File: config.mk
export PLATFORM = sky130hd
export DESIGN_NAME = ps2_frame_rx
export DESIGN_NICKNAME = d
export VERILOG_FILES = /design/src/rtl/ps2_frame_rx.sv
export SDC_FILE = /design/constraint.sdc
export NUM_CORES = 1
export LEC_CHECK = 0
export CAP_MARGIN = 20
export CORE_ASPECT_RATIO = 0.75
export CORE_MARGIN = 2
export CORE_UTILIZATION = 45
export CTS_CLUSTER_DIAMETER = 30
export DETAILED_ROUTE_END_ITERATION = 16
export PLACE_DENSITY = 0.63
export REMOVE_ABC_BUFFERS = 1
export SLEW_MARGIN = 30
export SYNTH_ARGS = -nofsm -noshare
export SYNTH_HDL_FRONTEND = slang
export SYNTH_SLANG_ARGS = --single-unit
File: constraint.sdc
create_clock -name clk -period 2.5 [get_ports clk]
set_clock_uncertainty 0.1 [all_clocks]
set_input_delay 0.5 -clock clk [delete_from_list [all_inputs] [get_ports clk]]
set_output_delay 0.5 -clock clk [all_outputs]
set_load 0.05 [all_outputs]
File: src/rtl/ps2_frame_rx.sv
// ps2_frame_rx: PS/2 frame receiver with start/data/parity/stop checking, error flags and an inter-edge timeout
module ps2_frame_rx #(
  parameter int DATA_W = 8,
  parameter int PARITY_EN = 1,
  parameter int PARITY_ODD = 1,
  parameter int SYNC_STAGES = 2,
  parameter int TIMEOUT_CYC = 5000
) (
  input  logic              clk,
  input  logic              rst,
  input  logic              ps2_clk,
  input  logic              ps2_data,
  input  logic              rx_en,
  output logic [DATA_W-1:0] dout,
  output logic              dout_valid,
  output logic              parity_err,
  output logic              frame_err,
  output logic              timeout_err,
  output logic              busy
);
  localparam int FRAME_W = DATA_W + 2 + PARITY_EN;
  localparam int CW = $clog2(FRAME_W + 1);
  localparam int TW = $clog2(TIMEOUT_CYC + 1);
  typedef enum logic [1:0] {IDLE, SHIFT, CHECK} state_t;
  state_t state;
  logic [SYNC_STAGES-1:0] cs, ds;
  logic prev;
  logic [FRAME_W-1:0] sr;
  logic [CW-1:0] bcnt;
  logic [TW-1:0] tcnt;
  logic cur, d, fall;
  assign cur = cs[SYNC_STAGES-1];
  assign d = ds[SYNC_STAGES-1];
  assign fall = prev & ~cur;
  assign busy = state != IDLE;
  always_ff @(posedge clk) begin
    if (!rst) begin
      state <= IDLE;
      cs <= '1;
      ds <= '1;
      prev <= 1'b1;
      sr <= '0;
      bcnt <= '0;
      tcnt <= '0;
      dout <= '0;
      dout_valid <= 1'b0;
      parity_err <= 1'b0;
      frame_err <= 1'b0;
      timeout_err <= 1'b0;
    end else begin
      cs <= {cs[SYNC_STAGES-2:0], ps2_clk};
      ds <= {ds[SYNC_STAGES-2:0], ps2_data};
      prev <= cur;
      dout_valid <= 1'b0;
      parity_err <= 1'b0;
      frame_err <= 1'b0;
      timeout_err <= 1'b0;
      case (state)
        IDLE: if (fall && rx_en && !d) begin
          state <= SHIFT;
          sr <= {d, sr[FRAME_W-1:1]};
          bcnt <= CW'(1);
          tcnt <= '0;
        end
        SHIFT: if (fall) begin
          sr <= {d, sr[FRAME_W-1:1]};
          bcnt <= bcnt + CW'(1);
          tcnt <= '0;
          state <= bcnt == CW'(FRAME_W - 1) ? CHECK : SHIFT;
        end else if (tcnt == TW'(TIMEOUT_CYC - 1)) begin
          timeout_err <= 1'b1;
          sr <= '0;
          bcnt <= '0;
          tcnt <= '0;
          state <= IDLE;
        end else begin
          tcnt <= tcnt + TW'(1);
        end
        CHECK: begin
          dout <= sr[DATA_W:1];
          parity_err <= (PARITY_EN != 0) && ((^sr[DATA_W:1] ^ sr[DATA_W+1]) != (PARITY_ODD != 0));
          frame_err <= ~sr[FRAME_W-1];
          dout_valid <= 1'b1;
          sr <= '0;
          bcnt <= '0;
          state <= IDLE;
        end
        default: state <= IDLE;
      endcase
    end
  end
endmodule

==> metrics <==
Yosys reg bits 46; type of origin of the critical path flop; netlist area before placement 2080 um^2; layout cells sized above 1 0.0924; DR WL/cell 14.3 um; PwrDens 558 nW/um^2; Worst setup EP type flop; clk root buf clkbuf_8; DP Area 2330 um^2; Final Util 0.546; Design Area, Final 2420 um^2; Cell Count, Final, Fillers Out 306; YS warnings 0; sequential-to-total area share from yosys stat 0.443; Required @ worst endpoint 2.59 ns; count of cell types in the netlist 42; HP Class reg2reg; fmax 469 MHz; CP max FO 8; CTS resizes 0; CTS H-Tree Depth 2; Synth Area in XOR/XNOR 0.0361; Port Buffers 17; DIE AREA 5190 um^2; Area Overhead vs Synth 16.6%; Synth Instances 225; CTS tree done; height of the die 62.9 um; Crit Path Category reg2reg; period utilization 0.853; minimum clock period 2.13 ns; grt ovf 0; number of fill cells 409; IO Pins 18; Lkg Pwr 0.815 nW; clk slew on worst S/H paths 0.08 ns; Relative slew margins 0.620; post-CTS setup buffer count 0; Vias 1724; maximum vdd drop 0.336 mV; largest net degree at the start of global routing 22; Core Area 4440 um^2; Synth Area in Compound Gates 0.156; via/cell ratio 5.63; drt drc 0; TritonCTS Sinks 46; first-pass GRT wire length 7510 um; antenna diode count 0; Synth Area in Simple Gates 0.245; Synth Area per Inst 9.24 um^2; main combinational cell family by area after synthesis simple AND/OR/NAND/NOR gates; initial antenna violation count 0; final setup vio count 0; setup TNS 0 ns; multiplexer area fraction after synthesis 0.0433; max-cap violations 0; outcome finished clean; hold-fix buffers at CTS 0; Pins Over Slew Limit 0; drt pass-1 iters 4; clock latency at the later pin of the worst-skew pair 0.30 ns; Overall Global Routing Usage 0.188; DR iter-0 viols 82; cell total after placement 298; vias in the first global route 1645; GP Congestion 0.767; dpl hpwl 3120 um; Post-Synth Adder-Cell Area 0.0421; critical path data arrival time 2.22 ns; CTS buffer count 5; Worst Tran Pin Value 0.571 ns; initial core utilization 0.468; Final Hold Viols 0; Post-layout nets 260; chip width 82.5 um; Detailed Route WL 4370 um; Post-DRT Antenna Nets 0; unrepaired setup endpoints after global routing false; Max Buffers Root-to-Sink 2; Rows 21; Tot Pwr 1.35 mW
## cells in the final DEF, fill, tap and decap left out, types with 2 or more instances in the layout
cell	synthesis	final
dfxtp_1	46	46
nand2_1	22	22
o21ai_0	17	17
a21oi_1	16	16
clkdlybuf4s50_1	0	16
nand4_1	13	13
nor2_1	11	11
nand3_1	10	10
mux2i_1	9	9
buf_4	1	9
nand2b_1	7	7
or4_1	7	7
ha_1	7	7
inv_1	6	6
or3_1	6	6
clkbuf_8	0	6
xnor2_1	5	5
o31ai_1	3	3
a31oi_1	3	3
nand4bb_1	2	2
nand3b_1	2	2
a211oi_1	2	2
and3_1	2	2
and4_1	2	2
nor3_1	2	2
## critical path, cell delays in order (launching register included)
cell	delay, ns
dfxtp_1	0.42
ha_1	0.28
nand4_1	0.27
o311ai_4	0.54
buf_4	0.24
or4_1	0.11
a31oi_1	0.07
## routing by layer
metal  share of wire  GRT usage
met1            0.53      0.279
met5               0          0
met4           0.011     0.0553
met2            0.41      0.266
met3           0.048     0.0491
## through the flow
stage	worst slack [ns]	hold WS, ns
after floorplan	0.400	0.286
after global placement	0.177	0.291
after detailed placement	0.116	0.296
after CTS	0.346	0.323
after global routing	0.240	0.362
final	0.367	0.315
## flip-flops by register name, indices dropped and copies added, names as in the netlist
name         flops
bcnt             4
cs               2
dout             8
dout_valid       1
ds               2
frame_err        1
parity_err       1
prev             1
sr              10
state            2
tcnt            13
timeout_err      1
## report_power, final
part	total (mW)	leakage, nW	switching, mW	internal, mW
Clock	0.464	0.0482	0.241	0.223
Combinational	0.137	0.395	0.0864	0.0507
Sequential	0.751	0.372	0.00890	0.742
Total	1.35	0.815	0.336	1.02
## layout make-up
| class | count | area, um^2 | area share |
|---|---|---|---|
| Sequential cell | 46 | 921 | 0.380 |
| Clock inverter | 1 | 5.00 | 0.00206 |
| Clock buffer | 7 | 86.3 | 0.0356 |
| Multi-Input combinational cell | 163 | 1090 | 0.448 |
| Tap cell | 57 | 71.3 | 0.0294 |
| Timing Repair Buffer | 25 | 228 | 0.0939 |
| Inverter | 7 | 26.3 | 0.0108 |
## cells by family after synthesis
kind of cell,count (synthesis)
AND/OR/NAND/NOR,91
AO/OA/AOI/OAI,49
flip-flops,46
buffers and inverters,16
multiplexers,9
XOR/XNOR,7
adder cells (fa/ha/maj),7
## synth_stat cells (all sizes together)
library cell	number	share of area
nand4	13	0.039
o221a	1	0.0054
or3	6	0.018
a31oi	3	0.0090
o21a	1	0.0036
and3	2	0.0060
nand2b	7	0.021
nor4	1	0.0030
xnor3	1	0.011
buf	3	0.011
mux2i	9	0.043
dfxtp	46	0.44
and2	1	0.0042
nand2	22	0.040
and4	2	0.0084
nand4bb	2	0.011
nand4b	1	0.0042
inv	7	0.013
clkbuf	6	0.011
o2111a	1	0.0054
o311ai	1	0.013
nor3	2	0.0048
o311a	1	0.010
xor2	1	0.0042
nor3b	1	0.0036
o22a	1	0.0042
a211oi	2	0.0072
or4	8	0.031
ha	7	0.042
nand3	10	0.024
nand3b	2	0.0072
a21oi	16	0.039
xnor2	5	0.021
nor2	11	0.020
o2111ai	1	0.0042
o21ai	18	0.045
o31ai	3	0.011
## worst paths after layout
path	startpoint	to	slack, ns	depth (start not counted)
setup / recovery	tcnt[0]	tcnt[8]	0.37	6
setup reg to reg	tcnt[0]	tcnt[8]	0.37	6
hold / removal	ds[0]	ds[1]	0.31	1
hold reg to reg	ds[0]	ds[1]	0.31	1
Power figures use the tool's default switching activity.
